$ cat src/rtl/fpu_inq_pkg.sv
// fpu_inq_pkg: shared constants, beat/entry field positions and FSM encoding for the FPU input queue.
package fpu_inq_pkg;

    localparam logic [4:0] FPU_REQ_TYPE = 5'b01010;

    localparam int BEAT_W  = 124;
    localparam int VLD     = 123;
    localparam int TYPE_HI = 122;
    localparam int TYPE_LO = 118;
    localparam int HDR_HI  = 91;
    localparam int HDR_LO  = 64;
    localparam int DATA_HI = 63;
    localparam int TWO_OP  = HDR_HI;

    localparam int ENT_W      = 156;
    localparam int ENT_RS2_LO = 92;
    localparam int ENT_RS1_LO = 28;
    localparam int HDR_W      = 28;

    typedef enum logic [1:0] {
        IDLE    = 2'd0,
        WAIT_B1 = 2'd1,
        DROP_B1 = 2'd2
    } state_t;

    function automatic logic is_fpu_hdr(input logic [BEAT_W-1:0] beat);
        return beat[VLD] && (beat[TYPE_HI:TYPE_LO] == FPU_REQ_TYPE);
    endfunction

endpackage

$ cat src/rtl/fpu_inq_wr_ctl_if.sv
// fpu_inq_wr_ctl_if: PCX beat input, dequeue, inq_sram write port and queue status bundle.
interface fpu_inq_wr_ctl_if #(parameter int AW = 4);

    logic           pcx_fpio_data_rdy_px2;
    logic [123:0]   pcx_fpio_data_px2;
    logic           fpu_inq_deq;
    logic           inq_we;
    logic [AW-1:0]  inq_waddr;
    logic [155:0]   inq_din;
    logic [AW-1:0]  inq_raddr;
    logic           inq_empty;
    logic           inq_full;
    logic [AW:0]    inq_cnt;
    logic           fpu_pcx_credit_ret;
    logic           fpu_inq_err_ovf;
    logic           fpu_inq_err_proto;

    modport master (
        output pcx_fpio_data_rdy_px2, pcx_fpio_data_px2, fpu_inq_deq,
        input  inq_we, inq_waddr, inq_din, inq_raddr, inq_empty, inq_full, inq_cnt,
               fpu_pcx_credit_ret, fpu_inq_err_ovf, fpu_inq_err_proto
    );

    modport slave (
        input  pcx_fpio_data_rdy_px2, pcx_fpio_data_px2, fpu_inq_deq,
        output inq_we, inq_waddr, inq_din, inq_raddr, inq_empty, inq_full, inq_cnt,
               fpu_pcx_credit_ret, fpu_inq_err_ovf, fpu_inq_err_proto
    );

endinterface

$ cat src/rtl/fpu_inq_ptr.sv
// fpu_inq_ptr: write/read pointers, occupancy, in-flight reservation, full/empty and credit return.
module fpu_inq_ptr #(
    parameter int DEPTH = 16,
    parameter int AW    = 4
) (
    input  logic          clk,
    input  logic          rst,
    input  logic          push,
    input  logic          deq,
    input  logic          set_res,
    input  logic          clr_res,
    output logic [AW-1:0] wptr,
    output logic [AW-1:0] rptr,
    output logic [AW:0]   cnt,
    output logic          empty,
    output logic          full,
    output logic          credit_ret
);

    logic        res;
    logic        res_n;
    logic        pop;
    logic [AW:0] cnt_n;

    // A dequeue on an empty queue is dropped; full counts the slot held for a pending second beat.
    always_comb begin
        pop   = deq && (cnt != '0);
        cnt_n = cnt + (AW+1)'(push) - (AW+1)'(pop);
        res_n = set_res || (res && !clr_res);
    end

    // Status is registered from next-state values so it lines up with the write strobe.
    always_ff @(posedge clk) begin
        if (rst) begin
            wptr       <= '0;
            rptr       <= '0;
            cnt        <= '0;
            res        <= 1'b0;
            empty      <= 1'b1;
            full       <= 1'b0;
            credit_ret <= 1'b0;
        end else begin
            wptr       <= wptr + AW'(push);
            rptr       <= rptr + AW'(pop);
            cnt        <= cnt_n;
            res        <= res_n;
            empty      <= (cnt_n == '0);
            full       <= ((cnt_n + (AW+1)'(res_n)) == (AW+1)'(DEPTH));
            credit_ret <= pop;
        end
    end

endmodule

$ cat src/rtl/fpu_inq_wr_ctl.sv
// fpu_inq_wr_ctl: assembles one/two-beat PCX FPU requests into 156-bit inq_sram entries.
module fpu_inq_wr_ctl #(
    parameter int DEPTH = 16,
    parameter int AW    = 4
) (
    input  logic rclk,
    input  logic reset,
    fpu_inq_wr_ctl_if.slave bus
);

    import fpu_inq_pkg::*;

    state_t            state;
    state_t            state_n;
    logic              hdr_ok;
    logic              two_op;
    logic              full;
    logic              push;
    logic              push_pair;
    logic              set_res;
    logic              release_res;
    logic              set_ovf;
    logic [AW-1:0]     wptr;
    logic [HDR_W-1:0]  hdr_q;
    logic [DATA_HI:0]  rs1_q;

    assign hdr_ok = bus.pcx_fpio_data_rdy_px2 && is_fpu_hdr(bus.pcx_fpio_data_px2);
    assign two_op = bus.pcx_fpio_data_px2[TWO_OP];

    // State register; reset abandons any partially received packet.
    always_ff @(posedge rclk) begin
        if (reset) state <= IDLE;
        else       state <= state_n;
    end

    // Only a two-op header leaves IDLE; both beat-1 states last exactly one cycle.
    always_comb begin
        state_n = (state == IDLE && hdr_ok && two_op) ? (full ? DROP_B1 : WAIT_B1) : IDLE;
    end

    // Control decodes; full is the registered value so a same-cycle dequeue frees nothing.
    always_comb begin
        push_pair   = (state == WAIT_B1) && bus.pcx_fpio_data_rdy_px2;
        release_res = (state == WAIT_B1) && !bus.pcx_fpio_data_rdy_px2;
        set_res     = (state == IDLE) && hdr_ok && !full && two_op;
        set_ovf     = (state == IDLE) && hdr_ok && full;
        push        = push_pair || ((state == IDLE) && hdr_ok && !full && !two_op);
    end

    // Write port, header/rs1 holding registers and sticky error flags.
    always_ff @(posedge rclk) begin
        if (reset) begin
            bus.inq_we            <= 1'b0;
            bus.inq_waddr         <= '0;
            bus.inq_din           <= '0;
            hdr_q                 <= '0;
            rs1_q                 <= '0;
            bus.fpu_inq_err_ovf   <= 1'b0;
            bus.fpu_inq_err_proto <= 1'b0;
        end else begin
            bus.inq_we <= push;
            if (push) begin
                bus.inq_waddr <= wptr;
                bus.inq_din   <= push_pair
                    ? {bus.pcx_fpio_data_px2[DATA_HI:0], rs1_q, hdr_q}
                    : {64'd0, bus.pcx_fpio_data_px2[DATA_HI:0], bus.pcx_fpio_data_px2[HDR_HI:HDR_LO]};
            end
            if (set_res) begin
                hdr_q <= bus.pcx_fpio_data_px2[HDR_HI:HDR_LO];
                rs1_q <= bus.pcx_fpio_data_px2[DATA_HI:0];
            end
            if (set_ovf)     bus.fpu_inq_err_ovf   <= 1'b1;
            if (release_res) bus.fpu_inq_err_proto <= 1'b1;
        end
    end

    fpu_inq_ptr #(.DEPTH(DEPTH), .AW(AW)) u_ptr (
        .clk        (rclk),
        .rst        (reset),
        .push       (push),
        .deq        (bus.fpu_inq_deq),
        .set_res    (set_res),
        .clr_res    (push_pair || release_res),
        .wptr       (wptr),
        .rptr       (bus.inq_raddr),
        .cnt        (bus.inq_cnt),
        .empty      (bus.inq_empty),
        .full       (full),
        .credit_ret (bus.fpu_pcx_credit_ret)
    );

    assign bus.inq_full = full;

endmodule
$ cat src/flat_wrapper.sv
// flat-port wrapper written by rule: the top's interface ports become plain ports
module fpu_inq_wr_ctl_flat import fpu_inq_pkg::*;
#(
    parameter int DEPTH = 16,
    parameter int AW    = 4
)
  (rclk, reset, bus_pcx_fpio_data_rdy_px2, bus_pcx_fpio_data_px2, bus_fpu_inq_deq, bus_inq_we, bus_inq_waddr, bus_inq_din, bus_inq_raddr, bus_inq_empty, bus_inq_full, bus_inq_cnt, bus_fpu_pcx_credit_ret, bus_fpu_inq_err_ovf, bus_fpu_inq_err_proto);
  fpu_inq_wr_ctl_if #(.AW(AW)) bus_i ();
  input  logic rclk;
  input  logic reset;
  input wire logic [$bits(bus_i.pcx_fpio_data_rdy_px2)-1:0] bus_pcx_fpio_data_rdy_px2;
  input wire logic [$bits(bus_i.pcx_fpio_data_px2)-1:0] bus_pcx_fpio_data_px2;
  input wire logic [$bits(bus_i.fpu_inq_deq)-1:0] bus_fpu_inq_deq;
  output wire logic [$bits(bus_i.inq_we)-1:0] bus_inq_we;
  output wire logic [$bits(bus_i.inq_waddr)-1:0] bus_inq_waddr;
  output wire logic [$bits(bus_i.inq_din)-1:0] bus_inq_din;
  output wire logic [$bits(bus_i.inq_raddr)-1:0] bus_inq_raddr;
  output wire logic [$bits(bus_i.inq_empty)-1:0] bus_inq_empty;
  output wire logic [$bits(bus_i.inq_full)-1:0] bus_inq_full;
  output wire logic [$bits(bus_i.inq_cnt)-1:0] bus_inq_cnt;
  output wire logic [$bits(bus_i.fpu_pcx_credit_ret)-1:0] bus_fpu_pcx_credit_ret;
  output wire logic [$bits(bus_i.fpu_inq_err_ovf)-1:0] bus_fpu_inq_err_ovf;
  output wire logic [$bits(bus_i.fpu_inq_err_proto)-1:0] bus_fpu_inq_err_proto;
  assign bus_i.pcx_fpio_data_rdy_px2 = bus_pcx_fpio_data_rdy_px2;
  assign bus_i.pcx_fpio_data_px2 = bus_pcx_fpio_data_px2;
  assign bus_i.fpu_inq_deq = bus_fpu_inq_deq;
  assign bus_inq_we = bus_i.inq_we;
  assign bus_inq_waddr = bus_i.inq_waddr;
  assign bus_inq_din = bus_i.inq_din;
  assign bus_inq_raddr = bus_i.inq_raddr;
  assign bus_inq_empty = bus_i.inq_empty;
  assign bus_inq_full = bus_i.inq_full;
  assign bus_inq_cnt = bus_i.inq_cnt;
  assign bus_fpu_pcx_credit_ret = bus_i.fpu_pcx_credit_ret;
  assign bus_fpu_inq_err_ovf = bus_i.fpu_inq_err_ovf;
  assign bus_fpu_inq_err_proto = bus_i.fpu_inq_err_proto;
  fpu_inq_wr_ctl #(.DEPTH(DEPTH), .AW(AW)) u_core (.rclk(rclk), .reset(reset), .bus(bus_i));
endmodule
$ cat config.mk
export PLATFORM = sky130hd
export DESIGN_NAME = fpu_inq_wr_ctl_flat
export DESIGN_NICKNAME = d
export VERILOG_FILES = /design/src/rtl/fpu_inq_pkg.sv /design/src/rtl/fpu_inq_wr_ctl_if.sv /design/src/rtl/fpu_inq_ptr.sv /design/src/rtl/fpu_inq_wr_ctl.sv /design/src/flat_wrapper.sv
export SDC_FILE = /design/constraint.sdc
export NUM_CORES = 1
export LEC_CHECK = 0
export CORE_MARGIN = 2
export CORE_UTILIZATION = 30
export DETAILED_ROUTE_END_ITERATION = 16
export HOLD_SLACK_MARGIN = 0.08
export PLACE_DENSITY = 0.66
export SYNTH_ARGS = -nofsm -noshare
export SYNTH_HDL_FRONTEND = slang
export SYNTH_SLANG_ARGS = --single-unit
export TNS_END_PERCENT = 30
$ cat constraint.sdc
create_clock -name rclk -period 3.5 [get_ports rclk]
set_clock_uncertainty 0.2 [all_clocks]
set_input_delay 0.7 -clock rclk [delete_from_list [all_inputs] [get_ports rclk]]
set_output_delay 0.7 -clock rclk [all_outputs]
set_load 0.01 [all_outputs]
# ---- Word-level counts from Yosys, hierarchy flattened
# Cells that the tools add are included.
dict set report totals {
  ff_bits 274
  elab_cells 49
  output_inout_bits 175
  in_bits 128
}
dict set report op_classes {
  bitwise 1
  muxes 2
  reduce_logical 23
  n_eq_ne 3
  addsub 5
}
# op n
set op_table {}
lappend op_table {{156-bit two-way mux} 1}
lappend op_table {{1-bit logical AND} 12}
lappend op_table {{5-bit by 1-bit adder with 5-bit output} 2}
lappend op_table {{4-bit by 1-bit adder with 4-bit output} 2}
lappend op_table {{5-bit by 4-bit == test with 1-bit output, second input constant} 1}
lappend op_table {{5-bit == test, second input constant} 1}
lappend op_table {{5-bit zero test} 1}
lappend op_table {{5-bit nonzero test} 1}
lappend op_table {{5-bit by 1-bit subtractor with 5-bit output} 1}
lappend op_table {{1-bit zero test} 4}
lappend op_table {{1-bit logical OR} 3}
lappend op_table {{2-bit by 1-bit == test with 1-bit output, second input constant} 1}
lappend op_table {{2-bit zero test} 1}
lappend op_table {{2-bit two-way mux} 1}
lappend op_table {{2-bit OR reduction} 1}
lappend op_table {{1-bit NOT} 1}

# ---- Depth between registers and ports, before layout
dict set report logic_depth {
  depth_word 11
  ltp_mapped 15
  depth_no_buf 13
}

# ---- Cells and area by module
# From an unflattened synthesis, not the netlist that was laid out.
dict set report hier_totals {
  cells_unflattened 1100
  hier_area_um2 10607.7
}
# module n_inst seq_area_each_um2 cells_per_inst area_each_um2
set modules_own_cells {}
lappend modules_own_cells {fpu_inq_wr_ctl 1 5144.9 1011 9739.3}
lappend modules_own_cells {fpu_inq_ptr 1 340.3 89 868.3}

# ---- Least setup slack after synthesis
# Ideal clock, no wire load.
dict set report synth_path {
  kind {in2reg}
  start {input port bus_pcx_fpio_data_px2[122]}
  end {register u_core.u_ptr.full}
  stages 15
  path_slack_ns -0.038
  t_arrival_ns 3.218
  setup_ns 0.120
  t_required_ns 3.180
  n_path_buf 2
  cell_sequence {and4bb_1 a31oi_1 nor2b_1 buf_4 inv_2 buf_2 ha_1 inv_1 ha_1 fa_1 a21oi_1 o21bai_1 xnor2_1 nor4b_1 o31a_1}
}
dict set report synth_between {
  elab_chain_len 11
  word_cells_on_any_way 13
  classes_between {add/sub (3); eq/ne (2); reduce/logical (8)}
}
# item line
set synth_lines {}
lappend synth_lines {{from (decl)} flat_wrapper.sv:12} ;# input wire logic [$bits(bus_i.pcx_fpio_data_px2)-1:0] bus_pcx_fpio_data_px2;
lappend synth_lines {{5-bit by 4-bit == test with 1-bit output (*)} fpu_inq_pkg.sv:27} ;# return beat[VLD] && (beat[TYPE_HI:TYPE_LO] == FPU_REQ_TYPE);
lappend synth_lines {{1-bit logical AND (*)} fpu_inq_pkg.sv:27}
lappend synth_lines {{1-bit logical AND (*)} fpu_inq_wr_ctl.sv:27} ;# assign hdr_ok = bus.pcx_fpio_data_rdy_px2 && is_fpu_hdr(bus.pcx_fpio_data_px2);
lappend synth_lines {{1-bit logical AND (*) (2 in series)} {fpu_inq_wr_ctl.sv:45, fpu_inq_wr_ctl.sv:47}}
lappend synth_lines {{1-bit logical AND} fpu_inq_wr_ctl.sv:47} ;# push = push_pair || ((state == IDLE) && hdr_ok && !full && !two_op);
lappend synth_lines {{1-bit logical OR} fpu_inq_wr_ctl.sv:47}
lappend synth_lines {{5-bit by 1-bit adder with 5-bit output} fpu_inq_ptr.sv:28} ;# cnt_n = cnt + (AW+1)'(push) - (AW+1)'(pop);
lappend synth_lines {{5-bit by 1-bit subtractor with 5-bit output} fpu_inq_ptr.sv:28}
lappend synth_lines {{5-bit by 1-bit adder with 5-bit output (*)} fpu_inq_ptr.sv:48} ;# full <= ((cnt_n + (AW+1)'(res_n)) == (AW+1)'(DEPTH));
lappend synth_lines {{5-bit == test (*)} fpu_inq_ptr.sv:48}
lappend synth_lines {{to (signal assigned)} fpu_inq_ptr.sv:48}
lappend synth_lines {{to (decl)} fpu_inq_ptr.sv:16} ;# output logic full,
# Every way passes the cells marked *; elsewhere a longest branch is shown, timed or not.
# A chain may end at the register's enable or synchronous reset.

# ---- Worst setup path in the final report
# Same ends and word-level chain as after synthesis.

==> metrics <==
Placed Area 13500 µm²; max cap viols 0; first-pass GRT wire length 47600 µm; Fin Setup TNS 0 ps; WL final 29100 µm; GRT Total Usage 15.9%; WL/cell 14.9 µm; WP buf/inv 3; clock buffer count from CTS 31; CTS tree yes; f_max 313 MHz; worst reg2reg endpoint u_core.u_ptr.full; Tmin final 3200 ps; critical path class in -> reg; GRT Residual Overflow 0; nets 1614; crit path capture type flop; Worst R2R Setup Slack 660 ps; buffers from clock root to sink, at most 3; drc violations 0; cell area after layout 14600 µm²; Critical Path RT 3740 ps; # diodes 0; Initial Utilization 30.2%; most frequent cell after synthesis nand2_1; Hold/Removal Path Class reg -> reg; #FFs+latches synth 274; Setup Fix Bufs, Post-CTS 0; P&R area growth vs syn 41.6%; fin cells 1952; Routed Antenna Nets 0; vias per cell 4.85; cell family with most CP delay adder cells; Clock Pin Slew Worst Setup and Hold Paths 60 ps; global placement routability congestion 0.759; fin. max-slew vios 0; status finished, final reports clean; worst-case reg-to-reg path depth 13; Post-CTS Resized 0; worst slack at placement -277 ps; via count 9461; TritonRoute pass-1 iters 5; Avg Inst Size Synth 8.32 µm²; CP startpoint kind input pin; Yosys top cell area share 53.0%; vias in the first global route 9060; RSZ-0062 raised after global routing no; Hold Path Depth 2; Setup crit start bus_pcx_fpio_data_px2[122]; worst reg2reg startpoint u_core.u_ptr.full; Worst path max stage delay 390 ps; Clock Sinks 274; worst slew pin tran 862 ps; Die Width 190 µm; cell taking the most area after synthesis dfxtp_1; EDFF count, synth 0; worst skew pair latency 560 ps; final clock period utilization by the worst path 91.4%; Die H 190 µm; CP Data Arrival Time 3440 ps; Area contributors post-synth dfxtp_1 (53%), nand2_1 (14%), a311oi_1 (7.7%); fill count 3324; largest net degree at the start of global routing 112; layout cells sized above 1 5.74%; total core area 34300 µm²; HPWL after DPL 18000 µm; hold-critical path endpoint u_core.rs1_q[20]; pwr dens 531 nW/µm²; Mapped Nets 1385; synth cell count leaders nand2_1 (377), dfxtp_1 (274), nor2_1 (174), a21oi_1 (98), a311oi_1 (91); Synth warnings 0; Seq/Total Area, Yosys 53.0%; Final Setup Violations 0; Starting DRT DRC Count 506; Core Rows 68; most frequent cell on the critical path ha_1; IO Port Bufs 276; Synth Flop Type dfxtp_1; Cell Area, Synth 10300 µm²; worst vdd ir 0.366 mV; root buf cell clkbuf_16; FFs w/ async S/R, synth 0%; Crit Path Max Fanout 4; hold_sp u_core.rs1_q[20]; Hold Vio Cnt, Final 0; relative slew slack 42.5%; library cells used by synthesis 34; IO Pins 303; die footprint 36000 µm²; PnR worst setup slack 300 ps; hold_buf cts 0; Worst path slowest cell clkdlybuf4s50_1; H-tree levels 1; Cells after DPL 1895; Leakage 5.05 nW; synthesized instance count 1244; initial antenna violation count 2; crit path cell chain clkdlybuf4s50_1, and4bb_1, a31oi_1, nor2b_4, inv_2, ha_1, inv_1, ha_1, fa_2, a21oi_1, o21bai_1, xnor2_1, nor4_1, o31a_1; Worst Hold Margin 252 ps
[layout by cell type, fill, tap and decap left out, types with 2 or more instances in the layout]
master           instances
ha_1                    12
clkbuf_8                11
and3_1                   2
a21oi_1                 98
nand3_1                  2
a31oi_1                  2
nor2b_1                  9
xnor2_1                  5
a311oi_1                91
a22oi_1                 65
clkbuf_16               31
clkinvlp_4               3
bufinv_16                7
dfxtp_1                274
buf_4                   16
buf_12                   8
xor2_1                   4
clkbuf_1                 3
nor3_1                   2
nor2_1                 174
nand2_1                376
and3b_1                  2
clkdlybuf4s50_1        275
inv_1                    6
[flip-flops by register name, summed over array words and instances (netlist names), 2 cells and up]
name and count:
u_core.bus.inq_din 156, u_core.rs1_q 64, u_core.hdr_q 28, u_core.u_ptr.cnt 5, u_core.bus.inq_waddr 4, u_core.u_ptr.rptr 4, u_core.u_ptr.wptr 4, u_core.state 2
[how the worst max path moves through the flow]
| stage | to | cells after the start |
|---|---|---|
| 3_3_place_gp | u_core.u_ptr.full | 14 |
| 6_report | u_core.u_ptr.full | 14 |
| 3_5_place_dp | u_core.u_ptr.full | 14 |
| 5_1_grt | u_core.bus.inq_din[8] | 8 |
| 4_1_cts | u_core.u_ptr.full | 14 |
| 2_1_floorplan | u_core.u_ptr.full | 15 |
[stage by stage]
step / total power [mW] / utilization, %
floorplan: 3.71 / -
global placement: 4.17 / 39.3
detailed placement: 4.18 / 39.3
CTS: 7.88 / 42.7
global route: 8.09 / 42.7
finish: 7.78 / 42.7
[logic make-up (layout without fill, tap and decap cells)]
logic type | after synthesis | in the layout | share of synthesized area, %
and+or+nand+nor | 577 | 577 | 21.7
adders and majority gates | 13 | 13 | 1.64
buffers and inverters | 111 | 364 | 5.27
xor gates and xnor gates | 9 | 9 | 0.762
DFF | 274 | 274 | 53.0
AOI/OAI and AO/OA | 260 | 260 | 17.6
[worst register-to-register path: stages, from the launching register on]
cell     delay (ps)
dfxtp_1         400
nor2_1           60
a31oi_1         270
nor2b_4          80
inv_2            60
ha_1            210
inv_1            50
ha_1            180
fa_2            460
ha_1            240
nand2_1          80
nor2_1           50
and3_1          170
o31a_1          220
[cell type report]
type	instances	area, µm²	share of cell area [%]
Clock inverter	13	255	1.74
Sequential cell	274	5490	37.4
Tap cell	455	569	3.89
Inverter	7	26.3	0.179
Clock buffer	44	925	6.31
Timing Repair Buffer	300	3050	20.8
Multi-Input combinational cell	859	4340	29.6
[metal layers]
metal / GRT usage [%] / wire length [µm] / vias up
li1: - / - / 4677
met2: 26.6 / 13500 / 308
met1: 19.9 / 12500 / 4417
met5: 0 / 27 / -
met3: 4.24 / 2320 / 55
met4: 4.95 / 817 / 4
[where the power goes]
group	switching [mW]	internal [mW]
registers	0.0398	3.18
logic	0.425	0.474
clock network	1.32	2.34
total	1.78	5.99
Note: power is estimated with default switching activity, not from simulation.
